### src/rtl/keypad_scan.sv
// keypad_scan: 4x4 matrix keypad scanner with frame debounce and key-code FIFO.
// Rows are driven active-low one at a time, columns are read back, whole-matrix
// frames are debounced and each new press queues its code (row*4 + col).
module keypad_scan #(
  parameter int unsigned SCAN_DIV     = 100000,
  parameter int unsigned DEBOUNCE_CNT = 4,
  parameter int unsigned FIFO_DEPTH   = 4
) (
  input  logic       clk,
  input  logic       rst_n,
  output logic [3:0] row_o,
  input  logic [3:0] col_i,
  output logic       key_valid_o,
  output logic [3:0] key_code_o,
  input  logic       key_pop_i,
  output logic       overflow_o,
  input  logic       ovf_clr_i,
  output logic       irq_o
);

  localparam int unsigned CNT_W  = (SCAN_DIV > 1) ? $clog2(SCAN_DIV) : 1;
  localparam int unsigned MC_W   = $clog2(DEBOUNCE_CNT + 1);
  localparam int unsigned PTR_W  = (FIFO_DEPTH > 1) ? $clog2(FIFO_DEPTH) : 1;
  localparam int unsigned FCNT_W = $clog2(FIFO_DEPTH) + 1;
  localparam bit          DC_ONE = (DEBOUNCE_CNT == 1);

  logic [3:0]        col_s1, col_s2;
  logic [CNT_W-1:0]  slot_cnt;
  logic [1:0]        row_idx;
  logic [15:0]       frame_map, prev_map, stable_map, old_stable;
  logic [MC_W-1:0]   match_cnt;
  logic [3:0]        fifo_mem [FIFO_DEPTH];
  logic [PTR_W-1:0]  wr_ptr, rd_ptr;
  logic [FCNT_W-1:0] fifo_cnt;

  logic [3:0]        pressed;
  logic              slot_end, frame_end, map_diff, stable_load;
  logic [15:0]       full_map, new_keys;
  logic              push_req, pop_acc, push_acc, fifo_full, ovf_set;
  logic [3:0]        push_code, head_next;
  logic [PTR_W-1:0]  wr_ptr_next, rd_ptr_next;
  logic [FCNT_W-1:0] fifo_cnt_next;

  function automatic logic [PTR_W-1:0] ptr_inc(input logic [PTR_W-1:0] p);
    return (p == PTR_W'(FIFO_DEPTH - 1)) ? '0 : p + 1'b1;
  endfunction

  // Scan timing, completed frame map and debounce decision.
  always_comb begin
    pressed     = ~col_s2;
    slot_end    = (slot_cnt == CNT_W'(SCAN_DIV - 1));
    frame_end   = slot_end && (row_idx == 2'd3);
    full_map    = {pressed, frame_map[11:0]};
    map_diff    = (full_map != prev_map);
    stable_load = frame_end &&
                  (map_diff ? DC_ONE : (match_cnt == MC_W'(DEBOUNCE_CNT - 1)));
  end

  // New-press detection: lowest newly set index wins, others are discarded.
  always_comb begin
    new_keys  = stable_map & ~old_stable;
    push_req  = |new_keys;
    push_code = '0;
    for (int i = 15; i >= 0; i--) begin
      if (new_keys[i]) push_code = 4'(i);
    end
  end

  // FIFO control: a pop in the same cycle makes room for a push into a full FIFO.
  always_comb begin
    pop_acc       = key_pop_i && (fifo_cnt != '0);
    fifo_full     = (fifo_cnt == FCNT_W'(FIFO_DEPTH));
    push_acc      = push_req && (!fifo_full || pop_acc);
    ovf_set       = push_req && fifo_full && !pop_acc;
    rd_ptr_next   = pop_acc ? ptr_inc(rd_ptr) : rd_ptr;
    wr_ptr_next   = push_acc ? ptr_inc(wr_ptr) : wr_ptr;
    fifo_cnt_next = fifo_cnt;
    if (push_acc && !pop_acc) fifo_cnt_next = fifo_cnt + 1'b1;
    else if (!push_acc && pop_acc) fifo_cnt_next = fifo_cnt - 1'b1;
    head_next = (push_acc && (wr_ptr == rd_ptr_next)) ? push_code : fifo_mem[rd_ptr_next];
  end

  // Two-flop synchronizer for the asynchronous column inputs.
  always_ff @(posedge clk) begin
    if (!rst_n) begin
      col_s1 <= 4'hF;
      col_s2 <= 4'hF;
    end else begin
      col_s1 <= col_i;
      col_s2 <= col_s1;
    end
  end

  // Row slot counter, row rotation and per-row column capture.
  always_ff @(posedge clk) begin
    if (!rst_n) begin
      slot_cnt  <= '0;
      row_idx   <= '0;
      row_o     <= 4'b1110;
      frame_map <= '0;
    end else if (slot_end) begin
      slot_cnt  <= '0;
      row_idx   <= row_idx + 2'd1;
      row_o     <= {row_o[2:0], row_o[3]};
      frame_map[{row_idx, 2'b00} +: 4] <= pressed;
    end else begin
      slot_cnt  <= slot_cnt + 1'b1;
    end
  end

  // Frame debounce: stable map follows after DEBOUNCE_CNT identical frames.
  always_ff @(posedge clk) begin
    if (!rst_n) begin
      prev_map   <= '0;
      match_cnt  <= '0;
      stable_map <= '0;
      old_stable <= '0;
    end else begin
      old_stable <= stable_map;
      if (frame_end) begin
        if (map_diff) begin
          prev_map  <= full_map;
          match_cnt <= MC_W'(1);
        end else if (match_cnt < MC_W'(DEBOUNCE_CNT)) begin
          match_cnt <= match_cnt + 1'b1;
        end
      end
      if (stable_load) stable_map <= full_map;
    end
  end

  // Key-code FIFO storage, pointers and registered head/status outputs.
  always_ff @(posedge clk) begin
    if (!rst_n) begin
      for (int i = 0; i < int'(FIFO_DEPTH); i++) fifo_mem[i] <= '0;
      wr_ptr      <= '0;
      rd_ptr      <= '0;
      fifo_cnt    <= '0;
      key_valid_o <= 1'b0;
      irq_o       <= 1'b0;
      key_code_o  <= '0;
    end else begin
      if (push_acc) fifo_mem[wr_ptr] <= push_code;
      wr_ptr      <= wr_ptr_next;
      rd_ptr      <= rd_ptr_next;
      fifo_cnt    <= fifo_cnt_next;
      key_valid_o <= (fifo_cnt_next != '0);
      irq_o       <= (fifo_cnt_next != '0);
      key_code_o  <= head_next;
    end
  end

  // Sticky overflow flag; a new overflow beats a simultaneous clear.
  always_ff @(posedge clk) begin
    if (!rst_n)          overflow_o <= 1'b0;
    else if (ovf_set)    overflow_o <= 1'b1;
    else if (ovf_clr_i)  overflow_o <= 1'b0;
  end

endmodule

### config.mk
export PLATFORM = sky130hd
export DESIGN_NAME = keypad_scan
export DESIGN_NICKNAME = d
export VERILOG_FILES = /design/src/rtl/keypad_scan.sv
export SDC_FILE = /design/constraint.sdc
export NUM_CORES = 1
export LEC_CHECK = 0
export BUFFER_PORTS_ARGS = -buffer_cell sky130_fd_sc_hd__buf_2
export CAP_MARGIN = 0
export CORE_ASPECT_RATIO = 1.75
export CORE_UTILIZATION = 45
export CTS_BUF_LIST = sky130_fd_sc_hd__clkbuf_16
export CTS_CLUSTER_DIAMETER = 40
export DETAILED_ROUTE_END_ITERATION = 6
export RECOVER_POWER = 25
export SLEW_MARGIN = 20
export SYNTH_ARGS = -nofsm -noshare
export SYNTH_HDL_FRONTEND = slang
export SYNTH_SLANG_ARGS = --single-unit
export TNS_END_PERCENT = 100
### constraint.sdc
create_clock -name clk -period 2.95 [get_ports clk]
set_clock_uncertainty 0.05 [all_clocks]
set_input_delay 0.4425 -clock clk [delete_from_list [all_inputs] [get_ports clk]]
set_output_delay 0.4425 -clock clk [all_outputs]
set_load 0.02 [all_outputs]
==> out/qor.txt, run 1 <==
Critical Path AT: 2.83 ns
Die X: 84.6 um
Synth top area share: 0.398
Multi-input gate area: 2600 um^2
Yosys reg bits: 123
Filler Cell Count: 1,089
Worst-Skew Late Latency: 0.41 ns
Post-synth EDFFs: 16
number of global-route vias before repair: 3,626
top achievable clock speed: 386 MHz
drt pass-1 iters: 6
gr usage total: 0.177
via count: 3,659
max capacitance violation total: 0
Syn. warnings: 0
Post-Synthesis Cells: 540
Pleak: 0.00237 uW
R2R cell count: 9
Peak VDD IR: 0.000415 V
DP Area: 5630 um^2
Wirelength per Cell: 14.1 um
setup violators final: 0
CP max stage cell: mux4_2
Worst path depth: 9
cell mode on critical path: inv_1
Root Driver: clkbuf_16
crit path from: fifo_cnt[0]
crit path buf inv count: 3
top cells by area, synth: dfxtp_1 (40%), edfxtp_1 (8.9%), mux2i_1 (8.0%), nor2b_1 (6.6%), xnor2_1 (3.9%)
routed vias/inst: 5.11
library cells used by synthesis: 51
first-pass GRT wire length: 17.0 mm
PD cells: 678 nW/um^2
final setup margin: 0.357 ns
full die area: 12,400 um^2
Register Area: 2620 um^2
CP required: 3.19 ns
Port Buf Inserts: 18
relative slew slack: 0.200
initial antenna violation count: 0
routability cong.: 0.769
setup TNS: 0 ns
Critical Path Fanout Max: 9
critical path class: reg2reg
Starting Density: 0.464
Clock Sinks: 123
# DRC: 0
FF-to-FF Start: fifo_cnt[0]
fraction of layout instances using a drive strength above 1: 0.0861
Worst setup SP type: flop
CP top delay family: multiplexers
Post-synth ARST share: 0
clock buffer depth: 2
crit-path cells: inv_1 -> ha_1 -> inv_1 -> o21ai_1 -> mux2i_2 -> buf_4 -> mux4_2 -> nand2b_1 -> a21boi_1
synthesized cell area: 5380 um^2
post-route cell area: 6150 um^2
I/O pin count: 19
Final Critical Period: 2.59 ns
CP peak stage delay: 0.53 ns
Final HPWL DP: 7.22 mm
DRT iter0 DRCs: 104
measured slew at the worst slew-check pin: 1.20 ns
Final #Nets: 589
endpoints failing hold: 0
Site Rows: 52
Routed WL: 10.1 mm
Hold Path Stages: 2
Die Ht: 147 um
clk slew on worst S/H paths: 0.05 ns
top cells by count, synth: dfxtp_1 (107), nor2b_1 (57), mux2i_1 (43), nor2_1 (33), and2_1 (29)
most frequent cell after synthesis: dfxtp_1
status: completed
pre-CTS setup slack: 0.358 ns
Ant. Diodes: 0
Post-CTS Setup Bufs: 0
largest area contributor in the netlist: dfxtp_1
Avg Inst Size Synth: 9.96 um^2
Area Overhead vs Synth: 14.4%
cells resized by post-CTS repair: 0
CTS tree: done
Top FF cell, synth: dfxtp_1
hold crit path type: in2reg
Max Transition Viols Final: 0
CORE AREA: 11,600 um^2
Post-Route Utilization: 0.531
hold_buf cts: 0
fin crit share: 0.879
Num CTS Buffers: 17
largest net degree at the start of global routing: 81
RSZ-0062 raised after global routing: false
sequential share of the synthesized area: 0.488
post-route ant nets: 0
worst min-delay path startpoint: col_i[0]
htree depth: 4
Worst Setup End Kind: flop
global route overflow: 0
Net Count, Synth: 561
-- placed cells by master, fill, tap and decap left out, types with 4 or more instances in the layout --
cell / n
o21ai_0: 11
ha_1: 13
xor2_1: 11
nand2_1: 25
edfxtp_1: 16
xnor2_1: 24
nand3_1: 11
mux2i_1: 43
dfxtp_1: 107
nor3_1: 27
inv_1: 22
and2_1: 27
nand4_1: 9
a21oi_1: 18
nor2b_1: 57
buf_2: 6
clkbuf_1: 12
clkinv_1: 6
clkbuf_16: 17
or3_1: 4
nor2_1: 33
nand2b_1: 18
buf_4: 9
nor4_1: 7
a21boi_1: 5
-- area by class of cell --
cell class	instances	area share
tap	135	0.0275
clock inverter	15	0.0189
clock buffer	17	0.0692
multi-input combinational	379	0.422
timing repair buffer	28	0.0240
sequential	123	0.426
inverter	19	0.0116
-- logic make-up after synthesis --
family | after synthesis | synth area share
xor gates and xnor gates | 35 | 0.0570
muxes | 48 | 0.0931
DFF | 123 | 0.488
adders and majority gates | 13 | 0.0302
buffers and inverters | 38 | 0.0291
AOI/OAI and AO/OA | 49 | 0.0558
and+or+nand+nor | 234 | 0.247
-- path summary, 6_finish.rpt --
| kind | end | slack (ns) |
|---|---|---|
| worst max register to register | key_code_o[1] | 0.36 |
| worst min-delay path | col_s1[0] | 0.16 |
| worst min register to register | col_s2[0] | 0.36 |
| worst max-delay path | key_code_o[1] | 0.36 |
-- where the power goes --
part	leakage, uW	total [uW]	switching (uW)	internal (uW)
Combinational	0.00107	485	266	218
Sequential	0.00103	1790	33.5	1760
Clock	0.000275	1900	689	1210
-- sequential cells by signal, summed over array words and instances, names as in the netlist --
signal / flops
slot_cnt: 17
fifo_mem: 16
old_stable: 16
prev_map: 16
stable_map: 16
frame_map: 12
col_s1: 4
col_s2: 4
key_code_o: 4
row_o: 4
fifo_cnt: 3
match_cnt: 3
rd_ptr: 2
row_idx: 2
wr_ptr: 2
irq_o: 1
overflow_o: 1
-- metrics by stage --
step	hold WS, ns	total power, uW	cells
floorplan	0.336	2200	540
global placement	0.339	2310	684
detailed placement	0.346	2330	684
CTS	0.147	4230	716
global route	0.145	4350	716
finish	0.164	4170	716
-- metal layers --
layer	GRT usage	vias to the layer above	share of wire
met3	0.0526	16	0.024
met5	0	-	0
met2	0.337	46	0.56
met4	0.0763	0	0.024
met1	0.174	1703	0.39
li1	-	1894	-
(Power assumes the default switching activity.)
==> run 2: changes to the inputs <==
--- a/config.mk
+++ b/config.mk
@@ -8,13 +8,13 @@
 export BUFFER_PORTS_ARGS = -buffer_cell sky130_fd_sc_hd__buf_2
 export CAP_MARGIN = 0
 export CORE_ASPECT_RATIO = 1.75
+export CORE_MARGIN = 4
 export CORE_UTILIZATION = 45
 export CTS_BUF_LIST = sky130_fd_sc_hd__clkbuf_16
 export CTS_CLUSTER_DIAMETER = 40
 export DETAILED_ROUTE_END_ITERATION = 6
-export RECOVER_POWER = 25
 export SLEW_MARGIN = 20
 export SYNTH_ARGS = -nofsm -noshare
 export SYNTH_HDL_FRONTEND = slang
 export SYNTH_SLANG_ARGS = --single-unit
-export TNS_END_PERCENT = 100
+export TNS_END_PERCENT = 50
==> out/qor.txt, run 2 (same netlist as run 1, synthesis figures left out) <==
status: completed
DRT iter0 DRCs: 155
Wirelength per Cell: 14.7 um
setup violators final: 0
via count: 3,689
RSZ-0062 raised after global routing: false
max capacitance violation total: 0
sw power: 980 uW
Final HPWL DP: 7.72 mm
global route overflow: 0
Multi-input gate area: 2600 um^2
Final Critical Period: 2.59 ns
commonest cells after routing, fill and taps aside: dfxtp_1 (107), nor2b_1 (57), mux2i_1 (43), nor2_1 (33), and2_1 (29)
Cell Int Power: 3250 uW
global-route met1 utilization: 0.155
Num CTS Buffers: 17
measured slew at the worst slew-check pin: 0.745 ns
relative slew slack: 0.498
htree depth: 4
Post-CTS Setup Bufs: 0
Final #Nets: 592
Worst Setup End Kind: flop
logic gate share of total power: 0.116
Worst setup SP type: flop
Site Rows: 52
CTS tree: done
cells resized by post-CTS repair: 0
Crit Reg-Reg Endpoint: key_code_o[1]
Most flops, register: slot_cnt
Largest register FFs: 17
clock buffer depth: 2
number of global-route vias before repair: 3,750
pre-CTS setup slack: 0.362 ns
Filler Cell Count: 1,036
Worst-Skew Late Latency: 0.40 ns
GR Util met2: 0.316
CP required: 3.19 ns
first-pass GRT wire length: 17.9 mm
Clock Sinks: 123
final setup margin: 0.358 ns
I/O pin count: 19
fraction of layout instances using a drive strength above 1: 0.113
drt pass-1 iters: 4
Die X: 90.6 um
Hold Path Stages: 2
Critical Path Fanout Max: 9
Pleak: 0.00244 uW
R2R cell count: 9
largest net degree at the start of global routing: 58
Post-Route Utilization: 0.533
leading cell type in the layout, fill and taps excluded: dfxtp_1
FF-to-FF Start: fifo_cnt[0]
switching part of the total power: 0.232
hold worst-path end: col_s1[0]
initial antenna violation count: 0
top achievable clock speed: 386 MHz
met3 Usage GRT: 0.0395
gr usage total: 0.164
routed vias/inst: 5.13
full die area: 13,800 um^2
critical path class: reg2reg
CORE AREA: 11,600 um^2
fin crit share: 0.879
# DRC: 0
Peak VDD IR: 0.000362 V
Critical Path AT: 2.84 ns
gr busiest metal: met2
Port Buf Inserts: 18
Ant. Diodes: 0
Max Transition Viols Final: 0
endpoints failing hold: 0
hold_buf cts: 0
Routed WL: 10.6 mm
clk slew on worst S/H paths: 0.05 ns
post-route ant nets: 0
worst min-delay path startpoint: col_i[0]
Die Ht: 153 um
flop2flop setup slack: 0.36 ns
Flop pwr share: 0.425
Starting Density: 0.462
setup TNS: 0 ns
Placed Instances: 687
clock network fraction of design power: 0.459
PD cells: 680 nW/um^2
Root Driver: clkbuf_16
Register Area: 2620 um^2
hold crit path type: in2reg
routability cong.: 0.807
Post-Layout Cell Count: 719
Area Overhead vs Synth: 15.5%
[run 2: per-stage QoR]
stage	area (um^2)	power, uW	hold slack [ns]
3_3_place_gp	5650	2300	0.340
6_report	6210	4230	0.169
4_1_cts	6210	4290	0.150
2_1_floorplan	5380	2200	0.336
3_5_place_dp	5650	2330	0.345
5_1_grt	6210	4420	0.166
[run 2: worst max-delay path, cell delays in order, from the launching register on]
cell and delay [ns]:
dfxtp_1 0.31, inv_1 0.12, ha_1 0.18, inv_1 0.05
o21ai_1 0.51, mux2i_2 0.38, buf_4 0.24, mux4_2 0.50
nand2b_1 0.08, a21boi_1 0.06
[run 2: how the worst max path moves through the flow]
stage                start            end  depth (start not counted)
6_report       fifo_cnt[0]  key_code_o[1]                          9
3_3_place_gp   fifo_cnt[0]  key_code_o[1]                          9
2_1_floorplan  fifo_cnt[0]  key_code_o[2]                          9
4_1_cts        fifo_cnt[0]  key_code_o[1]                          9
5_1_grt        fifo_cnt[0]  key_code_o[1]                          9
3_5_place_dp   fifo_cnt[0]  key_code_o[1]                          9
[run 2: power by group through the flow]
stage	logic [uW]	clock network (uW)	registers (uW)
2_1_floorplan	354	0	1840
3_3_place_gp	476	0	1830
3_5_place_dp	496	0	1830
4_1_cts	498	1990	1800
5_1_grt	546	2080	1800
6_report	491	1940	1800
[run 2: layer usage]
metal / wire (um) / part of all wire / vias to the layer above
met1: 3950 / 0.37 / 1735
met5: 0 / 0 / -
li1: - / - / 1898
met2: 6120 / 0.58 / 40
met3: 227 / 0.021 / 16
met4: 304 / 0.029 / 0
[run 2: area by class of cell]
type / instances / share of cell area
well taps: 135 / 0.0272
inverters: 19 / 0.0115
flip-flops and latches: 123 / 0.422
clock buffers: 18 / 0.0725
multi-input cells: 379 / 0.418
repair buffers: 31 / 0.0302
clock inverters: 14 / 0.0179
==> run 3: changes to the inputs <==
--- a/config.mk
+++ b/config.mk
@@ -13,7 +13,8 @@
 export CTS_BUF_LIST = sky130_fd_sc_hd__clkbuf_16
 export CTS_CLUSTER_DIAMETER = 40
 export DETAILED_ROUTE_END_ITERATION = 6
-export SLEW_MARGIN = 20
+export REMOVE_ABC_BUFFERS = 1
+export SLEW_MARGIN = 10
 export SYNTH_ARGS = -nofsm -noshare
 export SYNTH_HDL_FRONTEND = slang
 export SYNTH_SLANG_ARGS = --single-unit
==> out/qor.txt, run 3 (same netlist as run 1, synthesis figures left out) <==
via count: 3,737
htree depth: 4
relative slew slack: 0.512
hold_buf cts: 0
Clock Sinks: 123
Critical Path Fanout Max: 9
worst min-delay path startpoint: col_i[3]
endpoints failing hold: 0
Final #Nets: 589
Largest register FFs: 17
Ant. Diodes: 0
Die Ht: 153 um
Port Buf Inserts: 18
status: completed
top achievable clock speed: 380 MHz
Final Critical Period: 2.63 ns
setup violators final: 0
flop2flop setup slack: 0.32 ns
I/O pin count: 19
Min Hold Slack: 0.164 ns
max capacitance violation total: 0
Max Transition Viols Final: 0
CTS tree: done
R2R cell count: 5
Routed WL: 10.5 mm
Worst-Skew Late Latency: 0.41 ns
crit path buf inv count: 0
Post-CTS Setup Bufs: 0
crit path from: stable_map[2]
Placed Instances: 684
clk slew on worst S/H paths: 0.05 ns
CORE AREA: 11,600 um^2
Critical Path AT: 2.64 ns
Most flops, register: slot_cnt
# DRC: 0
commonest cells after routing, fill and taps aside: dfxtp_1 (107), nor2b_1 (57), mux2i_1 (43), nor2_1 (33), and2_1 (29)
Final HPWL DP: 7.63 mm
Worst setup SP type: flop
CP peak stage delay: 0.54 ns
RSZ-0062 raised after global routing: false
gr usage total: 0.160
Pleak: 0.00241 uW
leading cell type in the layout, fill and taps excluded: dfxtp_1
Num CTS Buffers: 17
Site Rows: 52
number of global-route vias before repair: 3,757
fin crit share: 0.892
Post-Layout Cell Count: 716
Crit Reg-Reg Endpoint: fifo_mem[2][3]
largest net degree at the start of global routing: 56
Die X: 90.6 um
full die area: 13,800 um^2
drt pass-1 iters: 4
Starting Density: 0.462
Worst Setup End Kind: flop
final setup margin: 0.319 ns
Root Driver: clkbuf_16
critical path class: reg2reg
clock buffer depth: 2
Worst path depth: 5
CP top delay family: simple AND/OR/NAND/NOR gates
pre-CTS setup slack: 0.313 ns
measured slew at the worst slew-check pin: 0.725 ns
CP Capture Point: fifo_mem[2][3]
hold crit path type: in2reg
routability cong.: 0.738
fraction of layout instances using a drive strength above 1: 0.115
cells resized by post-CTS repair: 0
routed vias/inst: 5.22
Total Power: 4230 uW
CP max stage cell: nor4_1
DRT iter0 DRCs: 180
Wirelength per Cell: 14.7 um
PD cells: 683 nW/um^2
CP required: 2.96 ns
crit-path cells: nor2b_1 -> nor4_1 -> nand4_1 -> nand2_1 -> o21ai_0
FF-to-FF Start: stable_map[2]
Area Overhead vs Synth: 15.0%
post-route ant nets: 0
first-pass GRT wire length: 17.5 mm
initial antenna violation count: 0
Peak VDD IR: 0.000570 V
global route overflow: 0
## run 3: layout make-up
type	instances	area (um^2)
clock inverters	15	133
multi-input cells	379	2600
repair buffers	28	165
inverters	19	71.3
fillers	1060	5460
clock buffers	17	425
flip-flops and latches	123	2620
well taps	135	169
## run 3: per-layer routing
layer,global-route usage,vias up,wire (um)
met5,0,-,0
met3,0.0445,24,289
li1,-,1892,-
met1,0.140,1757,3790
met2,0.315,64,6070
met4,0.0913,0,380
## run 3: per-stage QoR
stage               setup TNS, ns   util  instance area (um^2)
floorplan                  -0.250      -                  5290
CTS                             0  0.531                  6180
global placement                0  0.483                  5630
global route                    0  0.531                  6180
finish                          0  0.531                  6180
detailed placement              0  0.483                  5630
## run 3: power by group
part           switching, uW  internal, uW
Clock                    723          1220
Sequential              33.9          1760
Combinational            262           227
## run 3: how the worst min path moves through the flow
| stage | end | slack, ns | depth (start not counted) |
|---|---|---|---|
| 4_1_cts | col_s1[3] | 0.15 | 2 |
| 5_1_grt | col_s1[2] | 0.15 | 2 |
| 6_report | col_s1[3] | 0.16 | 2 |
| 3_5_place_dp | col_s2[2] | 0.34 | 1 |
| 3_3_place_gp | col_s2[3] | 0.34 | 1 |
| 2_1_floorplan | col_s2[0] | 0.34 | 1 |
## run 3: worst register-to-register path: cells and delay by family, from the launching register on
family / cells / cell delay (ns)
AOI/OAI and AO/OA: 1 / 0.36
DFF: 1 / 0.33
and+or+nand+nor: 4 / 1.55
